### config.mk
export PLATFORM = sky130hd
export DESIGN_NAME = shift_pipe2
export DESIGN_NICKNAME = d
export VERILOG_FILES = /design/src/rtl/shift_pipe2.sv
export SDC_FILE = /design/constraint.sdc
export NUM_CORES = 1
export LEC_CHECK = 0
export ABC_AREA = 1
export CAP_MARGIN = 15
export CORE_AREA = 3 3 80 82
export DETAILED_ROUTE_END_ITERATION = 6
export DIE_AREA = 0 0 83 85
export PLACE_DENSITY = 0.89
export SKIP_CTS_REPAIR_TIMING = 1
export SYNTH_ARGS = -nofsm -noshare
export SYNTH_HDL_FRONTEND = slang
export SYNTH_SLANG_ARGS = --single-unit
### constraint.sdc
create_clock -name clk -period 1.7 [get_ports clk]
set_clock_uncertainty 0.2 [all_clocks]
set_input_delay 0.34 -clock clk [delete_from_list [all_inputs] [get_ports clk]]
set_output_delay 0.34 -clock clk [all_outputs]
set_load 0.02 [all_outputs]
### src/rtl/shift_pipe2.sv
// Two-stage pipelined 16-bit shifter/rotator with valid/ready handshake and flush.
// Stage 1 resolves count bits [1:0]; stage 2 resolves count bits [3:2].
module shift_pipe2 #(
  parameter int unsigned WIDTH   = 16,
  parameter int unsigned S1_BITS = 2
) (
  input  logic             clk,
  input  logic             rst,
  input  logic             flush,
  input  logic             in_valid,
  output logic             in_ready,
  input  logic [WIDTH-1:0] in_data,
  input  logic [3:0]       in_cnt,
  input  logic [1:0]       in_op,
  output logic             out_valid,
  input  logic             out_ready,
  output logic [WIDTH-1:0] out_data
);

  localparam int unsigned CNT_W   = 4;
  localparam int unsigned S2_BITS = CNT_W - S1_BITS;

  typedef enum logic [1:0] {
    OP_ROL = 2'b00,
    OP_SLL = 2'b01,
    OP_SRA = 2'b10,
    OP_SRL = 2'b11
  } op_e;

  // Stage 1 payload: partially shifted data plus what stage 2 still needs
  typedef struct packed {
    logic [WIDTH-1:0]   data;
    logic [S2_BITS-1:0] cnt;
    op_e                op;
  } s1_t;

  // SRA keeps the msb, so a second pass can reuse data[msb] as the fill bit
  function automatic logic [WIDTH-1:0] shift_op(
    input logic [WIDTH-1:0] d,
    input op_e              op,
    input logic [CNT_W-1:0] amt
  );
    logic [2*WIDTH-1:0] rot;
    logic [WIDTH-1:0]   res;
    rot = {d, d} << amt;
    res = d;
    unique case (op)
      OP_ROL: res = rot[2*WIDTH-1:WIDTH];
      OP_SLL: res = d << amt;
      OP_SRA: res = WIDTH'($signed(d) >>> amt);
      OP_SRL: res = d >> amt;
      default: res = d;
    endcase
    return res;
  endfunction

  s1_t              s1_q, s1_d;
  logic             s1_valid_q, s1_valid_d;
  logic [WIDTH-1:0] s2_data_q, s2_data_d;
  logic             s2_valid_q, s2_valid_d;

  logic             s2_adv_c;
  logic             s1_adv_c;
  logic [WIDTH-1:0] s1_res_c;
  logic [WIDTH-1:0] s2_res_c;

  always_comb begin
    s1_res_c = shift_op(in_data, op_e'(in_op), CNT_W'(in_cnt[S1_BITS-1:0]));
    s2_res_c = shift_op(s1_q.data, s1_q.op, CNT_W'({s1_q.cnt, S1_BITS'(0)}));
  end

  // Handshake and next-state: flush overrides any advance
  always_comb begin
    s2_adv_c   = !s2_valid_q || out_ready;
    s1_adv_c   = !s1_valid_q || s2_adv_c;
    s1_d       = s1_q;
    s1_valid_d = s1_valid_q;
    s2_data_d  = s2_data_q;
    s2_valid_d = s2_valid_q;

    if (s2_adv_c) begin
      s2_valid_d = s1_valid_q;
      if (s1_valid_q) begin
        s2_data_d = s2_res_c;
      end
    end

    if (s1_adv_c) begin
      s1_valid_d = in_valid;
      if (in_valid) begin
        s1_d.data = s1_res_c;
        s1_d.cnt  = in_cnt[CNT_W-1:S1_BITS];
        s1_d.op   = op_e'(in_op);
      end
    end

    if (flush) begin
      s1_valid_d = 1'b0;
      s2_valid_d = 1'b0;
    end
  end

  always_ff @(posedge clk) begin
    if (rst) begin
      s1_q       <= '0;
      s1_valid_q <= 1'b0;
      s2_data_q  <= '0;
      s2_valid_q <= 1'b0;
    end else begin
      s1_q       <= s1_d;
      s1_valid_q <= s1_valid_d;
      s2_data_q  <= s2_data_d;
      s2_valid_q <= s2_valid_d;
    end
  end

  assign in_ready  = s1_adv_c;
  assign out_valid = s2_valid_q;
  assign out_data  = s2_data_q;

endmodule

# Word-level counts from Yosys, hierarchy flattened

Cells that the tools add are included.

Register bits: 38
Bits of input ports: 27
Logic and storage cells: 31

Equality and inequality tests: 6
Shifts and indexed selects: 8
Mux-type cells: 2
Reductions and logical operators: 9

Operators with widths:

| operator           | count |
|---|---|
| $pmux 16 s4        | 2 |
| $shl 32x2->32      | 1 |
| $shl 32x4->32      | 1 |
| $shl 16x2->16      | 1 |
| $shl 16x4->16      | 1 |
| $shr 16x2->16      | 1 |
| $shr 16x4->16      | 1 |
| $sshr 16x2->16     | 1 |
| $sshr 16x4->16     | 1 |
| $eq 2x2->1 const B | 4 |
| $eq 2x1->1 const B | 2 |
| $logic_not 2->1    | 2 |
| $reduce_and 2->1   | 2 |
| $logic_not 1->1    | 2 |
| $logic_or 1x1->1   | 2 |
| $reduce_or 2->1    | 1 |

# Longest topological paths before layout

Gate-level depths: netlist of run 1.

Depth after elaboration: 4
Mapped depth: 10
Depth with buffers taken out: 9

# Worst setup path before layout of run 1

Ideal clock, no wire load.

Path type: register -> register
Start: reg s2_valid_q, in the netlist out_valid
End: reg s1_q[17] in the netlist's numbering
Arrival time: 1.171 ns
Required time: 1.383 ns
Setup slack: 0.212 ns
Stages on the path, launching flop included: 7
Path buffers: 1
Clock period less this slack: 1.488 ns
Cells stage by stage: dfxtp_1 > nand3_2 > nand2_2 > inv_2 > buf_2 > o21ai_0 > nor2_1

Word-level cells in the longest chain between the ends: 4

Ends and longest elaborated chain:

| what                       | line | text |
|---|---|---|
| start: declaration         | 60   | `logic s2_valid_q, s2_valid_d;` |
| start signal: assignment   | 113  | `s2_valid_q <= s2_valid_d;` |
| $logic_not 1->1            | 74   | `s2_adv_c = !s2_valid_q \|\| out_ready;` |
| $logic_or 1x1->1           | 74   |  |
| $logic_or 1x1->1           | 75   | `s1_adv_c = !s1_valid_q \|\| s2_adv_c;` |
| via in_ready               | 11   | `output logic in_ready,` |
| $reduce_and 2->1 (no line) | --   |  |
| end signal: assignment     | 105  | `s1_q <= '0;` |
| end signal: assignment     | 110  | `s1_q <= s1_d;` |
| end: declaration           | 57   | `s1_t s1_q, s1_d;` |

The timed path passes the listed nets, and every way through them passes these cells.
A chain may end at the register's enable or synchronous reset.

# Worst setup path after layout of run 1

Start: in out_ready
End: reg s2_data_q[3], in the netlist out_data[3]

Word-level cells in the longest chain between the ends: 2

Ends and longest elaborated chain:

| what                       | line | text |
|---|---|---|
| start: declaration         | 16   | `input logic out_ready,` |
| $logic_or 1x1->1           | 74   |  |
| $reduce_and 2->1 (no line) | --   |  |
| end signal: assignment     | 112  | `s2_data_q <= s2_data_d;` |
| end: declaration           | 59   | `logic [WIDTH-1:0] s2_data_q, s2_data_d;` |

Every way passes these cells.

==> flow_metrics.env, run 1 <==
export IMPL_grt_pass1_wl_mm=15.2
export IMPL_cts_sink_count=38
export IMPL_drt_wirelength_per_cell_um=13.2
export IMPL_worst_pin_slew_ns=0.362
export IMPL_ir_worst_vdd_mv=0.496
export IMPL_dp_slack_ns=-0.353
export IMPL_p_sw_share_pct=31.7
export IMPL_finalCriticalPeriod_ns=1.67
export IMPL_comb_power_share_pct=29.7
export IMPL_cap_violations=0
export IMPL_drc=0
export IMPL_tns_ns=0
export IMPL_ys_warn_count=0
export IMPL_vias=3757
export IMPL_min_to="out_data[6]"
export IMPL_dp_hpwl_mm=6.66
export IMPL_r2r_slack_ns=0.15
export IMPL_dieArea_um2=7060
export IMPL_max_freq_mhz=600
export IMPL_yosys_area_top_type_share_pct=24.8
export IMPL_ys_seq_area_share_pct=24.8
export IMPL_synth_distinct_cells=24
export IMPL_setup_worst_path_class="in2reg"
export IMPL_synth_seq_cells=38
export IMPL_coreArea_um2=5820
export IMPL_wirelength_mm=8.93
export IMPL_final_cell_mix="186 x nand2_1, 110 x nand3_1, 54 x nor2_1, 37 x dfxtp_1, 31 x buf_4"
export IMPL_antenna_found_initial=0
export IMPL_r2r_end="out_data[8]"
export IMPL_layout_worst_path_cycle_share_pct=98.1
export IMPL_startpoint_type="input pin"
export IMPL_powerDensity_nw_per_um2=703
export IMPL_power_frac_clock_pct=33.9
export IMPL_dr_pass1_iters=6
export IMPL_reg2reg_from="s1_q[1]"
export IMPL_nets=626
export IMPL_synth_top_area_cell="dfxtp_1"
export IMPL_clk_path_buf_depth=2
export IMPL_cts_root_buffer="clkbuf_8"
export IMPL_hp_class="reg2reg"
export IMPL_die_w_um=83
export IMPL_gp_congestion=0.954
export IMPL_required_ns=1.68
export IMPL_grt_pass1_vias=3436
export IMPL_power_switching_mw=0.872
export IMPL_outcome="completed"
export IMPL_worstPathMaxFanout=5
export IMPL_p_leak_nw=2.22
export IMPL_total_power_mw=2.75
export IMPL_io_pins=45
export IMPL_syn_inst=543
export IMPL_slew_headroom_pct=75.6
export IMPL_syn_to_final_growth_pct=27.1
export IMPL_setup_viol=0
export IMPL_die_h_um=85
export IMPL_clock_latency_ns=0.29
export IMPL_worstPathArrival_ns=1.65
export IMPL_row_count=28
export IMPL_hold_depth=2
export IMPL_clkTransAtPathRegs_ns=0.08
export IMPL_synth_edf_count=0
export IMPL_postRouteAntennaNets=0
export IMPL_grt_max_degree=26
export IMPL_setup_ws_ns=0.0329
export IMPL_routed_via_density=5.57
export IMPL_syn_cell_area_um2=3070
export IMPL_drt_iter0_drc=274
export IMPL_ys_top_cells_by_area="dfxtp_1 25%, nand2_1 23%, nand3_1 18%"
export IMPL_finalMaxSlewViolations=0
export IMPL_async_reset_ff_share_pct=0
export IMPL_syn_nets=570
export IMPL_internal_power_mw=1.87
export IMPL_hold_viol=0
export IMPL_worst_setup_path_end_kind="register"
export IMPL_avgSynthCellArea_um2=5.65
export IMPL_drive_above_1_share_pct=12.3
export IMPL_overflow=0
export IMPL_antenna_cells=0
export IMPL_start_util_pct=52.8
export IMPL_holdCritStartpoint="out_data[6]"
export IMPL_rr_worst_depth=6
export IMPL_htreeDepth=2
export IMPL_cts_buffers=5
export IMPL_synthFlopType="dfxtp_1"
export IMPL_p_seq_share_pct=36.4
export IMPL_cts_tree="built"
export IMPL_final_common_cell="nand2_1"
export IMPL_port_buffers=44
export IMPL_grtUsageTotal_pct=25.6
export IMPL_final_core_util_pct=67.1
per-layer routing:
metal  wire length, µm  vias to the layer above  GRT usage (%)
li1                  -                     1881              -
met5                 0                        -              0
met4               214                        0           10.7
met3               543                       23           4.47
met2              4450                      144           44.5
met1              3730                     1709           31.4
power groups by stage:
stage / combinational (mW) / sequential, mW / clock, mW
after floorplan: 0.518 / 1.03 / 0
after global placement: 0.786 / 1.01 / 0
after detailed placement: 0.799 / 1.02 / 0
after CTS: 0.804 / 0.997 / 0.937
after global routing: 0.915 / 1.00 / 0.980
final: 0.815 / 0.998 / 0.932
stage by stage:
step | cells | area, µm² | hold slack, ns
2_1_floorplan | 543 | 3070 | 0.312
3_3_place_gp | 666 | 3700 | 0.254
3_5_place_dp | 666 | 3700 | 0.260
4_1_cts | 674 | 3840 | 0.272
5_1_grt | 675 | 3900 | 0.290
6_report | 675 | 3900 | 0.269
sequential cells by signal, summed over array words and instances (netlist names):
register and count:
out_data 16, out_valid 1, s1_q 20, s1_valid_q 1
critical path: stages:
cell             delay, ns
clkdlybuf4s50_1       0.45
inv_1                 0.06
buf_4                 0.13
nand2_2               0.06
nand2_2               0.08
buf_6                 0.14
buf_4                 0.13
a21oi_1               0.16
a21oi_1               0.09
Yosys cell counts, types with 4 or more instances:
cell type and instances:
o21ai_1 5, inv_2 5, buf_4 4, buf_6 9, nand2_1 187, nor2_1 55
nand3_1 110, dfxtp_1 38, a21oi_1 30, nand2_2 13, inv_1 27, buf_2 15
o21ai_0 29
kinds of logic after synthesis:
group	after synthesis	share of synthesized area (%)
AOI/OAI and AO/OA	67	11.1
and+or+nand+nor	372	51.9
buffers and inverters	66	12.2
DFF	38	24.8
layout make-up:
| class | count | area, µm² |
|---|---|---|
| multi-input cells | 439 | 1950 |
| repair buffers | 82 | 836 |
| flip-flops and latches | 38 | 762 |
| inverters | 33 | 129 |
| clock buffers | 5 | 68.8 |
| well taps | 75 | 93.8 |
| fillers | 539 | 1910 |
| clock inverters | 3 | 68.8 |
worst max path at each step:
stage | startpoint | slack, ns | endpoint | cells past startpoint
floorplan | out_valid | 0.21 | s1_q[17] | 6
global placement | out_ready | -0.35 | in_ready | 4
detailed placement | out_ready | -0.35 | in_ready | 4
CTS | out_ready | -0.36 | in_ready | 4
global route | out_ready | -0.03 | out_data[12] | 9
finish | out_ready | 0.03 | out_data[3] | 9
(Power assumes the default switching activity.)
==> run 2: changes to the inputs <==
--- a/config.mk
+++ b/config.mk
@@ -6,11 +6,12 @@
 export NUM_CORES = 1
 export LEC_CHECK = 0
 export ABC_AREA = 1
+export ABC_CLOCK_PERIOD_IN_PS = 1700
 export CAP_MARGIN = 15
 export CORE_AREA = 3 3 80 82
 export DETAILED_ROUTE_END_ITERATION = 6
 export DIE_AREA = 0 0 83 85
-export PLACE_DENSITY = 0.89
+export PLACE_DENSITY = 0.78
 export SKIP_CTS_REPAIR_TIMING = 1
 export SYNTH_ARGS = -nofsm -noshare
 export SYNTH_HDL_FRONTEND = slang
==> run 2 against run 1 <==
Sequential cell count unchanged. Setup slack better by 0.051 ns. Critical path type is now in2out. Hold slack worse by 0.0024 ns. Clock power up 1%. First-iteration DRC count up 16%. Utilization down 0.26 points. Via count up 0.56%. Critical path depth down 5. Die area unchanged.
==> flow_metrics.env, run 2 (synthesis gave the netlist of run 1 again) <==
export IMPL_grtUsageTotal_pct=25.9
export IMPL_cts_root_buffer="clkbuf_8"
export IMPL_worst_pin_slew_ns=0.361
export IMPL_cts_tree="built"
export IMPL_hold_slack_ns=0.267
export IMPL_port_buffers=44
export IMPL_setup_ws_ns=0.0843
export IMPL_dpl_instance_area_um2=3680
export IMPL_drive_above_1_share_pct=12.6
export IMPL_vias=3778
export IMPL_coreArea_um2=5820
export IMPL_row_count=28
export IMPL_cap_violations=0
export IMPL_antenna_cells=0
export IMPL_die_w_um=83
export IMPL_seq_area_um2=762
export IMPL_postRouteAntennaNets=0
export IMPL_p_leak_nw=2.20
export IMPL_dp_slack_ns=-0.358
export IMPL_io_pins=45
export IMPL_worstPathArrival_ns=1.08
export IMPL_critPathSlowestCell="clkdlybuf4s50_1"
export IMPL_tns_ns=0
export IMPL_dp_hpwl_mm=6.96
export IMPL_final_cell_area_um2=3890
export IMPL_drt_iter0_drc=319
export IMPL_layoutNonFillerInstCount=672
export IMPL_crit_chain="clkdlybuf4s50_1 > inv_2 > nand3_2 > clkbuf_2"
export IMPL_wirelength_mm=9.15
export IMPL_grt_pass1_wl_mm=15.3
export IMPL_dr_pass1_iters=5
export IMPL_cts_buffers=5
export IMPL_hp_class="reg2reg"
export IMPL_die_h_um=85
export IMPL_grt_pass1_vias=3409
export IMPL_nFillCells=582
export IMPL_slew_headroom_pct=75.9
export IMPL_ir_worst_vdd_mv=0.481
export IMPL_regMostFlops="s1_q"
export IMPL_place_inst=664
export IMPL_startpoint_type="input pin"
export IMPL_rsz0062_at_grt="false"
export IMPL_overflow=0
export IMPL_powerDensity_nw_per_um2=709
export IMPL_worstPathMaxFanout=2
export IMPL_start_util_pct=52.8
export IMPL_cts_sink_count=38
export IMPL_finalCriticalPeriod_ns=1.62
export IMPL_final_common_cell="nand2_1"
export IMPL_required_ns=1.16
export IMPL_setup_viol=0
export IMPL_finalMaxSlewViolations=0
export IMPL_final_core_util_pct=66.9
export IMPL_layout_worst_path_cycle_share_pct=95.0
export IMPL_clk_path_buf_depth=2
export IMPL_max_freq_mhz=619
export IMPL_htreeDepth=2
export IMPL_worst_setup_path_end_kind="output pin"
export IMPL_hold_viol=0
export IMPL_routed_via_density=5.62
export IMPL_drt_wirelength_per_cell_um=13.6
export IMPL_grt_max_degree=30
export IMPL_dieArea_um2=7060
export IMPL_nets=623
export IMPL_syn_to_final_growth_pct=26.7
export IMPL_multiInputGateArea_um2=1950
export IMPL_setup_worst_path_class="in2out"
export IMPL_clock_latency_ns=0.30
export IMPL_antenna_found_initial=0
export IMPL_largest_reg_flops=20
export IMPL_total_power_mw=2.76
export IMPL_gp_congestion=0.965
export IMPL_clkTransAtPathRegs_ns=0.09
export IMPL_outcome="completed"
export IMPL_final_cell_mix="186 x nand2_1, 110 x nand3_1, 52 x nor2_1, 37 x dfxtp_1, 30 x a21oi_1"
export IMPL_cpPeakStageDelay_ns=0.47
export IMPL_drc=0
[run 2: cell count changes in the layout (fill, tap and decap cells not counted), moves of 2 or more]
cell    change
buf_4       -2
inv_1       -2
nor2_2      +3
nor2_1      -2
[run 2: worst paths after layout]
| path | start | endpoint | slack (ns) | cells past startpoint |
|---|---|---|---|---|
| hold reg to reg | out_data[6] | out_data[6] | 0.27 | 2 |
| hold / removal | out_data[6] | out_data[6] | 0.27 | 2 |
| setup / recovery | out_ready | in_ready | 0.08 | 4 |
| setup reg to reg | s1_q[0] | out_data[6] | 0.15 | 7 |
[run 2: worst max-delay path: cells and delay by family]
family / cells / cell delay, ns
simple gates: 1 / 0.06
buf+inv: 3 / 0.67
[run 2: where the power goes]
| group | total, mW | switching, mW | internal [mW] | leakage (nW) |
|---|---|---|---|---|
| Combinational | 0.812 | 0.476 | 0.335 | 1.82 |
| Clock | 0.942 | 0.354 | 0.588 | 0.0683 |
| Sequential | 1.00 | 0.0552 | 0.948 | 0.314 |
[run 2: area by class of cell]
| type | instances | share of cell area (%) |
|---|---|---|
| inverter | 33 | 3.47 |
| clock inverter | 3 | 1.77 |
| sequential | 38 | 19.6 |
| tap | 75 | 2.41 |
| multi-input combinational | 439 | 50.2 |
| clock buffer | 5 | 1.77 |
| timing repair buffer | 79 | 20.8 |
[run 2: layer usage]
metal / part of all wire [%] / track usage, % / vias to the layer above
met5: 0 / 0 / -
met4: 2.1 / 10.3 / 0
met3: 7.5 / 4.17 / 17
met2: 45 / 41.2 / 172
met1: 45 / 35.0 / 1715
li1: - / - / 1874
